<file path="config.mk">
export PLATFORM = sky130hd
export DESIGN_NAME = mesi_isc_cpu_agent
export DESIGN_NICKNAME = d
export VERILOG_FILES = /design/src/rtl/mesi_isc_cpu_agent.sv
export SDC_FILE = /design/constraint.sdc
export NUM_CORES = 1
export LEC_CHECK = 0
export CORE_MARGIN = 4
export CORE_UTILIZATION = 35
export CTS_CLUSTER_SIZE = 25
export DETAILED_ROUTE_END_ITERATION = 8
export GPL_TIMING_DRIVEN = 0
export PLACE_DENSITY = 0.59
export SETUP_SLACK_MARGIN = 0.15
export SYNTH_ARGS = -nofsm -noshare
export SYNTH_HDL_FRONTEND = slang
export SYNTH_SLANG_ARGS = --single-unit
</file>
<file path="constraint.sdc">
create_clock -name clk -period 9.3 [get_ports clk]
set_clock_uncertainty 0.15 [all_clocks]
set_input_delay 0.93 -clock clk [delete_from_list [all_inputs] [get_ports clk]]
set_output_delay 0.93 -clock clk [all_outputs]
set_load 0.1 [all_outputs]
</file>
<file path="src/rtl/mesi_isc_cpu_agent.sv">
// CPU-port agent for mesi_isc: direct-mapped MESI line table, request FSM on the main bus and snoop FSM on the
// coherence bus. cpu_done_o is asserted in the cycle after a hit is accepted (accept cycle + done cycle).
module mesi_isc_cpu_agent #(
  parameter int ADDR_WIDTH     = 32,
  parameter int MBUS_CMD_WIDTH = 3,
  parameter int CBUS_CMD_WIDTH = 3,
  parameter int LINE_IDX_W     = 2
) (
  input  logic                      clk,
  input  logic                      rst,
  input  logic                      cpu_req_i,
  input  logic                      cpu_wr_i,
  input  logic [ADDR_WIDTH-1:0]     cpu_addr_i,
  output logic                      cpu_ready_o,
  output logic                      cpu_done_o,
  output logic [MBUS_CMD_WIDTH-1:0] mbus_cmd_o,
  output logic [ADDR_WIDTH-1:0]     mbus_addr_o,
  input  logic                      mbus_ack_i,
  input  logic [CBUS_CMD_WIDTH-1:0] cbus_cmd_i,
  input  logic [ADDR_WIDTH-1:0]     cbus_addr_i,
  output logic                      cbus_ack_o,
  output logic                      proto_err_o
);

  localparam int NUM_LINES = 2 ** LINE_IDX_W;
  localparam int TAG_W     = ADDR_WIDTH - LINE_IDX_W;

  localparam logic [MBUS_CMD_WIDTH-1:0] MBUS_NOP      = MBUS_CMD_WIDTH'(0);
  localparam logic [MBUS_CMD_WIDTH-1:0] MBUS_WR       = MBUS_CMD_WIDTH'(1);
  localparam logic [MBUS_CMD_WIDTH-1:0] MBUS_RD       = MBUS_CMD_WIDTH'(2);
  localparam logic [MBUS_CMD_WIDTH-1:0] MBUS_WR_BROAD = MBUS_CMD_WIDTH'(3);
  localparam logic [MBUS_CMD_WIDTH-1:0] MBUS_RD_BROAD = MBUS_CMD_WIDTH'(4);

  localparam logic [CBUS_CMD_WIDTH-1:0] CBUS_NOP      = CBUS_CMD_WIDTH'(0);
  localparam logic [CBUS_CMD_WIDTH-1:0] CBUS_WR_SNOOP = CBUS_CMD_WIDTH'(1);
  localparam logic [CBUS_CMD_WIDTH-1:0] CBUS_RD_SNOOP = CBUS_CMD_WIDTH'(2);
  localparam logic [CBUS_CMD_WIDTH-1:0] CBUS_EN_WR    = CBUS_CMD_WIDTH'(3);
  localparam logic [CBUS_CMD_WIDTH-1:0] CBUS_EN_RD    = CBUS_CMD_WIDTH'(4);

  typedef enum logic [1:0] {MESI_I, MESI_S, MESI_E, MESI_M} mesi_t;
  typedef enum logic [2:0] {R_IDLE, R_BROAD, R_WAIT_EN, R_MEM, R_DONE} req_state_t;
  typedef enum logic [1:0] {S_IDLE, S_WB, S_ACK, S_GAP} snp_state_t;

  mesi_t                    line_state_q [NUM_LINES];
  mesi_t                    line_state_d [NUM_LINES];
  logic [TAG_W-1:0]         line_tag_q   [NUM_LINES];
  logic [TAG_W-1:0]         line_tag_d   [NUM_LINES];

  req_state_t               req_state_q, req_state_d;
  logic                     req_wr_q, req_wr_d;
  logic [ADDR_WIDTH-1:0]    req_addr_q, req_addr_d;

  snp_state_t               snp_state_q, snp_state_d;
  logic [ADDR_WIDTH-1:0]    snp_addr_q, snp_addr_d;
  logic                     snp_rd_q, snp_rd_d;
  logic                     wb_issued_q, wb_issued_d;

  logic [MBUS_CMD_WIDTH-1:0] mbus_cmd_q, mbus_cmd_d;
  logic [ADDR_WIDTH-1:0]     mbus_addr_q, mbus_addr_d;
  logic                      proto_err_q, proto_err_d;

  // Table lookups for the CPU and coherence addresses
  logic [LINE_IDX_W-1:0] cpu_idx, cbus_idx;
  logic [TAG_W-1:0]      cpu_tag, cbus_tag;
  mesi_t                 cpu_line, cbus_line;
  logic                  cpu_hit, cbus_hit, accept, en_match;

  assign cpu_idx   = cpu_addr_i[LINE_IDX_W-1:0];
  assign cpu_tag   = cpu_addr_i[ADDR_WIDTH-1:LINE_IDX_W];
  assign cpu_line  = line_state_q[cpu_idx];
  assign cpu_hit   = (cpu_line != MESI_I) && (line_tag_q[cpu_idx] == cpu_tag);
  assign cbus_idx  = cbus_addr_i[LINE_IDX_W-1:0];
  assign cbus_tag  = cbus_addr_i[ADDR_WIDTH-1:LINE_IDX_W];
  assign cbus_line = line_state_q[cbus_idx];
  assign cbus_hit  = (cbus_line != MESI_I) && (line_tag_q[cbus_idx] == cbus_tag);

  assign cpu_ready_o = !rst && (req_state_q == R_IDLE) && (snp_state_q == S_IDLE) && (cbus_cmd_i == CBUS_NOP);
  assign accept      = cpu_req_i && cpu_ready_o;
  assign en_match    = (req_state_q == R_WAIT_EN) && (cbus_addr_i == req_addr_q) &&
                       ((cbus_cmd_i == CBUS_EN_WR && req_wr_q) || (cbus_cmd_i == CBUS_EN_RD && !req_wr_q));

  // Per-FSM requests into the shared table and main-bus registers
  logic                  req_we, snp_we;
  logic [LINE_IDX_W-1:0] req_we_idx, snp_we_idx;
  logic [TAG_W-1:0]      req_we_tag;
  mesi_t                 req_we_state, snp_we_state;
  logic                  req_mb_load, req_mb_clr, snp_mb_load, snp_mb_clr;
  logic [MBUS_CMD_WIDTH-1:0] req_mb_cmd;
  logic [ADDR_WIDTH-1:0]     req_mb_addr;

  always_comb begin
    // NOTE: every always_comb output gets a default first so no path leaves it unassigned (no latch).
    req_state_d  = req_state_q;
    req_wr_d     = req_wr_q;
    req_addr_d   = req_addr_q;
    req_we       = 1'b0;
    req_we_idx   = cpu_idx;
    req_we_tag   = cpu_tag;
    req_we_state = MESI_M;
    req_mb_load  = 1'b0;
    req_mb_clr   = 1'b0;
    req_mb_cmd   = MBUS_NOP;
    req_mb_addr  = req_addr_q;
    unique case (req_state_q)
      R_IDLE: if (accept) begin
        req_addr_d = cpu_addr_i;
        req_wr_d   = cpu_wr_i;
        if (!cpu_wr_i && cpu_hit) begin
          req_state_d = R_DONE;
        end else if (cpu_wr_i && cpu_hit && (cpu_line == MESI_M || cpu_line == MESI_E)) begin
          req_state_d = R_DONE;
          req_we      = 1'b1;
        end else begin
          req_state_d = R_BROAD;
          req_mb_load = 1'b1;
          req_mb_cmd  = cpu_wr_i ? MBUS_WR_BROAD : MBUS_RD_BROAD;
          req_mb_addr = cpu_addr_i;
        end
      end
      R_BROAD: if (mbus_ack_i) begin
        req_state_d = R_WAIT_EN;
        req_mb_clr  = 1'b1;
      end
      R_WAIT_EN: if (snp_state_q == S_IDLE && en_match) begin
        req_state_d = R_MEM;
        req_mb_load = 1'b1;
        req_mb_cmd  = req_wr_q ? MBUS_WR : MBUS_RD;
      end
      R_MEM: if (mbus_ack_i) begin
        req_state_d  = R_DONE;
        req_mb_clr   = 1'b1;
        req_we       = 1'b1;
        req_we_idx   = req_addr_q[LINE_IDX_W-1:0];
        req_we_tag   = req_addr_q[ADDR_WIDTH-1:LINE_IDX_W];
        req_we_state = req_wr_q ? MESI_M : MESI_S;
      end
      R_DONE:  req_state_d = R_IDLE;
      default: req_state_d = R_IDLE;
    endcase
  end

  always_comb begin
    snp_state_d  = snp_state_q;
    snp_addr_d   = snp_addr_q;
    snp_rd_d     = snp_rd_q;
    wb_issued_d  = wb_issued_q;
    proto_err_d  = proto_err_q;
    snp_we       = 1'b0;
    snp_we_idx   = cbus_idx;
    snp_we_state = MESI_I;
    snp_mb_load  = 1'b0;
    snp_mb_clr   = 1'b0;
    unique case (snp_state_q)
      S_IDLE: if (cbus_cmd_i != CBUS_NOP) begin
        snp_state_d = S_ACK;
        snp_addr_d  = cbus_addr_i;
        case (cbus_cmd_i)
          CBUS_WR_SNOOP: if (cbus_hit) begin
            if (cbus_line == MESI_M) begin
              snp_state_d = S_WB;
              snp_rd_d    = 1'b0;
            end else begin
              snp_we = 1'b1;
            end
          end
          CBUS_RD_SNOOP: if (cbus_hit) begin
            if (cbus_line == MESI_M) begin
              snp_state_d = S_WB;
              snp_rd_d    = 1'b1;
            end else if (cbus_line == MESI_E) begin
              snp_we       = 1'b1;
              snp_we_state = MESI_S;
            end
          end
          CBUS_EN_WR, CBUS_EN_RD: if (!en_match) proto_err_d = 1'b1;
          default: proto_err_d = 1'b1;
        endcase
      end
      // The write-back holds off while the request FSM owns the main bus
      S_WB: if (!wb_issued_q) begin
        if (req_state_q != R_BROAD && req_state_q != R_MEM) begin
          snp_mb_load = 1'b1;
          wb_issued_d = 1'b1;
        end
      end else if (mbus_ack_i) begin
        snp_mb_clr   = 1'b1;
        wb_issued_d  = 1'b0;
        snp_we       = 1'b1;
        snp_we_idx   = snp_addr_q[LINE_IDX_W-1:0];
        snp_we_state = snp_rd_q ? MESI_S : MESI_I;
        snp_state_d  = S_ACK;
      end
      S_ACK:   snp_state_d = S_GAP;
      S_GAP:   snp_state_d = S_IDLE;
      default: snp_state_d = S_IDLE;
    endcase
  end

  // Merge table and main-bus updates; the snoop side is applied last so it wins
  always_comb begin
    line_state_d = line_state_q;
    line_tag_d   = line_tag_q;
    mbus_cmd_d   = mbus_cmd_q;
    mbus_addr_d  = mbus_addr_q;
    if (req_we) begin
      line_state_d[req_we_idx] = req_we_state;
      line_tag_d[req_we_idx]   = req_we_tag;
    end
    if (snp_we) line_state_d[snp_we_idx] = snp_we_state;
    if (req_mb_clr || snp_mb_clr) mbus_cmd_d = MBUS_NOP;
    if (req_mb_load) begin
      mbus_cmd_d  = req_mb_cmd;
      mbus_addr_d = req_mb_addr;
    end
    if (snp_mb_load) begin
      mbus_cmd_d  = MBUS_WR;
      mbus_addr_d = snp_addr_q;
    end
  end

  always_ff @(posedge clk or posedge rst) begin
    if (rst) begin
      // NOTE: the line table is small and must come up all-Invalid, so each entry is reset like any other flop.
      for (int i = 0; i < NUM_LINES; i++) begin
        line_state_q[i] <= MESI_I;
        line_tag_q[i]   <= '0;
      end
      req_state_q <= R_IDLE;
      req_wr_q    <= 1'b0;
      req_addr_q  <= '0;
      snp_state_q <= S_IDLE;
      snp_addr_q  <= '0;
      snp_rd_q    <= 1'b0;
      wb_issued_q <= 1'b0;
      mbus_cmd_q  <= MBUS_NOP;
      mbus_addr_q <= '0;
      proto_err_q <= 1'b0;
    end else begin
      // NOTE: non-blocking assignments so every flop samples the pre-edge values of the others.
      line_state_q <= line_state_d;
      line_tag_q   <= line_tag_d;
      req_state_q  <= req_state_d;
      req_wr_q     <= req_wr_d;
      req_addr_q   <= req_addr_d;
      snp_state_q  <= snp_state_d;
      snp_addr_q   <= snp_addr_d;
      snp_rd_q     <= snp_rd_d;
      wb_issued_q  <= wb_issued_d;
      mbus_cmd_q   <= mbus_cmd_d;
      mbus_addr_q  <= mbus_addr_d;
      proto_err_q  <= proto_err_d;
    end
  end

  assign cpu_done_o  = (req_state_q == R_DONE);
  assign cbus_ack_o  = (snp_state_q == S_ACK);
  assign mbus_cmd_o  = mbus_cmd_q;
  assign mbus_addr_o = mbus_addr_q;
  assign proto_err_o = proto_err_q;

endmodule
</file>
Word level (Yosys, flattened, before mapping)
Index checks and enable logic that the tools add are counted.
{"block": "classes", "order_cmp": 6, "n_eq_ne": 32, "mux": 105, "n_bitwise": 5, "reduce_logical": 41}
{"operator": "$mux W30", "n": 7}
{"operator": "$mux W32", "n": 6}
{"operator": "$bmux W30 S2", "n": 2}
{"operator": "$bwmux W120", "n": 1}
{"operator": "$demux W30 S2", "n": 1}
{"operator": "$eq A30 B30 Y1", "n": 2}
{"operator": "$mux W2", "n": 22}
{"operator": "$mux W3", "n": 13}
{"operator": "$mux W1", "n": 35}
{"operator": "$eq A32 B32 Y1", "n": 1}
{"operator": "$ne A2 B2 Y1 const B", "n": 10}
{"operator": "$logic_and A1 B1 Y1", "n": 17}
{"operator": "$bwmux W8", "n": 2}
{"operator": "$mux W8", "n": 2}
{"operator": "$pmux W1 S2", "n": 7}
{"operator": "$eq A2 B2 Y1 const B", "n": 6}
{"operator": "$eq A3 B2 Y1 const B", "n": 4}
{"operator": "$ge A3 B3 Y1 const B", "n": 4}
{"operator": "$not A2 Y3", "n": 4}
{"operator": "$pmux W3 S4", "n": 1}
{"operator": "$bmux W2 S2", "n": 2}
{"operator": "$demux W2 S2", "n": 2}
{"operator": "$pmux W2 S4", "n": 1}
{"operator": "$reduce_and A4 Y1", "n": 2}
{"operator": "other kinds (19)", "n": 35}
{"block": "word_totals", "reg_bits": 236, "input_bits": 72}

Longest topological paths before layout
{"block": "logic_depth", "word_depth": 15, "ltp_mapped": 11, "ltp_nobuf": 9}

Worst setup path before layout
Ideal clock, no wire load.
{"block": "synth_path", "kind": "input port to flip-flop", "start": "input port cbus_cmd_i[0]", "end": "register line_tag_q[101] (netlist bit)", "setup_time_ns": 0.125, "arrival_time_ns": 3.705, "t_required_ns": 9.025, "path_slack_ns": 5.320, "path_stages": 9, "n_path_buf": 2, "path_cell_list": "buf_2 nor4b_1 and2_1 nand2_1 nor2_1 nand3_1 o21bai_1 buf_4 mux2_2"}
{"block": "synth_between", "elab_chain_len": 5}
{"item": "start, declared", "line": "19", "rtl": "input logic [CBUS_CMD_WIDTH-1:0] cbus_cmd_i,"}
{"item": "$logic_not A3 Y1", "line": "77", "rtl": "assign cpu_ready_o = !rst && (req_state_q == R_IDLE) && (snp_state_q == S_IDLE) && (cbus_cmd_i == CBUS_NOP);"}
{"item": "$logic_and A1 B1 Y1", "line": "77"}
{"item": "net cpu_ready_o", "line": "14", "rtl": "output logic cpu_ready_o,"}
{"item": "$logic_and A1 B1 Y1", "line": "78", "rtl": "assign accept = cpu_req_i && cpu_ready_o;"}
{"item": "$mux W1", "line": "105", "rtl": "R_IDLE: if (accept) begin"}
{"item": "$pmux W1 S2", "line": "104", "rtl": "unique case (req_state_q)"}
{"item": "end signal, assigned", "line": "241", "rtl": "line_tag_q <= line_tag_d;"}
{"item": "end, declared", "line": "46", "rtl": "logic [TAG_W-1:0] line_tag_q [NUM_LINES];"}
The timed path passes the listed nets, and every way through them passes these cells.
A chain may end at the register's enable or synchronous reset.

Worst setup path in the final report
{"block": "layout_path", "start": "input port cpu_addr_i[0]", "end": "register mbus_addr_q[0], in the netlist mbus_addr_o[0]"}
{"block": "layout_between", "elab_chain_len": 14}
{"item": "start, declared", "line": "13", "rtl": "input logic [ADDR_WIDTH-1:0] cpu_addr_i,"}
{"item": "$not A2 Y3 (not written as such)", "line": "70, 71"}
{"item": "$bmux W30 S2 or $bmux W2 S2 (tied branches)", "line": "71, 70"}
{"item": "$mux W30 (not written as such) or $mux W2 (tied branches) (2 in a row)", "line": "71, 70"}
{"item": "$eq A30 B30 Y1 or $reduce_bool A2 Y1 (tied branches)", "line": "71", "rtl": "assign cpu_hit = (cpu_line != MESI_I) && (line_tag_q[cpu_idx] == cpu_tag);"}
{"item": "$logic_and A1 B1 Y1", "line": "71"}
{"item": "$logic_and A1 B1 Y1 (2 in a row)", "line": "110", "rtl": "end else if (cpu_wr_i && cpu_hit && (cpu_line == MESI_M || cpu_line == MESI_E)) begin"}
{"item": "$mux W32", "line": "110"}
{"item": "$mux W32", "line": "108", "rtl": "if (!cpu_wr_i && cpu_hit) begin"}
{"item": "$mux W32", "line": "105"}
{"item": "$mux W32", "line": "104"}
{"item": "$mux W32", "line": "211", "rtl": "if (req_mb_load) begin"}
{"item": "$mux W32", "line": "215", "rtl": "if (snp_mb_load) begin"}
{"item": "end signal, assigned", "line": "250", "rtl": "mbus_addr_q <= mbus_addr_d;"}
{"item": "end, declared", "line": "59", "rtl": "logic [ADDR_WIDTH-1:0] mbus_addr_q, mbus_addr_d;"}
Parallel ways exist; a longest one is shown, timed or not. The select of a mux whose other input is x is not followed.

==> impl_metrics.json <==
{
  "tightestPinTransition_ps": 1280,
  "final_area_sq_mm": 0.0154,
  "p_clk_share_pct": 27.0,
  "fin_crit_sh_pct": 53.4,
  "finalCriticalPeriod_ps": 4960,
  "syn_area_sq_mm": 0.0128,
  "vias_per_cell": 5.52,
  "numCtsBuffers": 27,
  "synth_edf_count": 0,
  "cp_top_family": "buffers and inverters",
  "hpwl_microns": 31500,
  "crit_path_max_fanout": 10,
  "ys_top_cells_by_area": "dfrtp_1 46%, mux2_2 12%, mux4_2 11%",
  "io_buffer_count": 107,
  "critPathLaunchType": "input port",
  "hold_buffers": 0,
  "setup_viol": 0,
  "grt_max_degree": 105,
  "io_pins": 111,
  "comb_power_share_pct": 36.4,
  "drt-wirelength-per-cell_microns": 24.7,
  "slew_headroom_pct": 14.1,
  "yosysMostFrequentCell": "dfrtp_1",
  "critPathMaxStageDelay_ps": 650,
  "critPathSlowestCell": "nor4_1",
  "syn_to_final_growth_pct": 20.5,
  "yosys-top-cells-count": "236 x dfrtp_1, 170 x nand2_1, 141 x mux2_2",
  "root_buffer": "clkbuf_16",
  "r2r_slack_ps": 5590,
  "hp-class": "flip-flop to flip-flop",
  "track_usage_pct": 20.4,
  "drt_iter0_markers": 796,
  "tritoncts": "done",
  "synth_ff_type": "dfrtp_1",
  "drc_errors": 0,
  "netSwitchingFraction_pct": 39.7,
  "routed_wl_microns": 41000,
  "yosysSeqAreaShare_pct": 46.2,
  "drv_cap": 0,
  "grt_pass1_vias": 9191,
  "outcome": "finished clean",
  "leakagePower_uw": 0.00685,
  "ys_ff_latch": 236,
  "placedInstanceArea_sq_mm": 0.0145,
  "drive_above_1_share_pct": 24.2,
  "rsz0062_at_grt": "false",
  "hold_violations": 0,
  "max_freq_mhz": 201,
  "worstSetupEndpointType": "flip-flop",
  "grt.overflow.total": 0,
  "irDropWorstVdd_uv": 120,
  "cts.htree.levels": 1,
  "synth.distinct_cells": 50,
  "cts.sinks": 236,
  "die_w_microns": 199,
  "cpMostUsedCell": "buf_2",
  "setup_tns_ps": 0,
  "core_area_sq_mm": 0.0358,
  "dr_total_vias": 9181,
  "first_pass_iters": 5,
  "clock_latency_ps": 540,
  "worst_ep_required_time_ps": 9570,
  "finalWeightedCongestion": 0.984,
  "p_seq_share_pct": 36.6,
  "ant_nets": 0,
  "die_h_microns": 199,
  "ys_warn_count": 0,
  "rows": 69,
  "die_area_sq_mm": 0.0396,
  "power.internal_uw": 2390,
  "p_sw_uw": 1570,
  "syn_nets": 1116,
  "syn_avg_cell_area_sq_um": 12.3,
  "path_class": "input port to flip-flop",
  "cp.buffers_inverters": 4,
  "arrival_ps": 5240,
  "synth_top_area_share_pct": 46.2,
  "maxSlewViolCount": 0,
  "postCtsSetupRepairBufs": 0,
  "antenna_found_initial": 0,
  "cts_buffer_depth": 3,
  "cts.repair.resized": 0,
  "clk_pin_slew_worst_paths_ps": 60,
  "nNetsFinal": 1254,
  "syn-instance-count": 1041,
  "initial_core_util_pct": 35.7,
  "post-synth-top-area-cell": "dfrtp_1",
  "async_reset_ff_share_pct": 100,
  "power_density_mw_per_mm2": 257,
  "crit_chain": "clkdlybuf4s50_1 > buf_2 > buf_2 > mux4_2 > xnor2_1 > nand4_1 > nor4_1 > a311oi_1 > clkbuf_1 > a221o_1",
  "grt_pass1_wl_microns": 60700
}
## routing by layer
layer / wire length [microns] / GRT usage [%] / up-vias
met5: 0 / 0 / -
met4: 1050 / 5.04 / 0
met3: 2400 / 2.43 / 57
met2: 19400 / 33.2 / 284
met1: 18200 / 29.5 / 4730
li1: - / - / 4110
## final cells by class
type | count | area (sq um)
antenna | 1 | 2.50
fill | 3276 | 20400
inverter | 13 | 56.3
tap | 461 | 577
clock inverter | 6 | 42.5
multi-input combinational | 728 | 6470
clock buffer | 44 | 860
timing repair buffer | 109 | 1130
buffer | 64 | 359
sequential | 236 | 5910
## power groups by stage
stage | logic, uW | registers [uW] | clock network (uW)
final | 1440 | 1450 | 1070
after CTS | 1440 | 1440 | 1080
after floorplan | 559 | 1920 | 0
after global placement | 1420 | 1450 | 0
after detailed placement | 1440 | 1460 | 0
after global routing | 1500 | 1470 | 1130
## state kept, by name (all words and copies together) (netlist names)
| signal | cells |
|---|---|
| snp_rd_q | 1 |
| mbus_addr_o | 32 |
| proto_err_o | 1 |
| req_addr_q | 32 |
| req_wr_q | 1 |
| mbus_cmd_o | 3 |
| line_state_q | 8 |
| wb_issued_q | 1 |
| req_state_q | 3 |
| snp_state_q | 2 |
| snp_addr_q | 32 |
| line_tag_q | 120 |
## kinds of logic (layout without fill, tap and decap cells)
family                   Yosys count  in the layout  share of synthesized area [%]
AND/OR/NAND/NOR                  297            297                           10.7
multiplexers                     255            255                           28.0
adder cells (fa/ha/maj)            3              3                          0.294
flip-flops                       236            236                           46.2
other                              0              1                              0
AO/OA/AOI/OAI                     76             76                           4.97
buffers and inverters             77            236                           3.19
XOR/XNOR                          97             97                           6.65
## per-stage QoR
stage / power [uW] / setup slack, ps / instances / hold WS, ps / util (%)
floorplan: 2480 / 1750 / 1041 / 320 / -
global placement: 2880 / -1660 / 1609 / 322 / 40.3
detailed placement: 2900 / 3750 / 1611 / 342 / 40.5
CTS: 3970 / 4290 / 1661 / 355 / 43.0
global route: 4110 / 4120 / 1661 / 368 / 43.0
finish: 3960 / 4340 / 1662 / 352 / 43.0
## worst paths after layout
path,depth (start not counted),end,start
max,10,mbus_addr_o[0]$_DFFE_PP0P_,cpu_addr_i[0]
min,1,line_tag_q[13]$_DFFE_PP0P_,line_tag_q[13]$_DFFE_PP0P_
max reg2reg,7,mbus_addr_o[0]$_DFFE_PP0P_,line_tag_q[12]$_DFFE_PP0P_
min reg2reg,1,line_tag_q[13]$_DFFE_PP0P_,line_tag_q[13]$_DFFE_PP0P_
max in group asynchronous,3,line_tag_q[33]$_DFFE_PP0P_,rst
min in group asynchronous,2,mbus_cmd_o[1]$_DFFE_PP0P_,rst
## cells in the final DEF, fill, tap and decap left out, types with 36 or more instances in the layout
master and count:
mux2_1 47, clkdlybuf4s50_1 107, clkbuf_1 36, nand3_1 46
mux2_2 141, mux4_2 63, xor2_1 45, nand2_1 170
xnor2_1 52, dfrtp_1 236
Power figures use the tool's default switching activity.
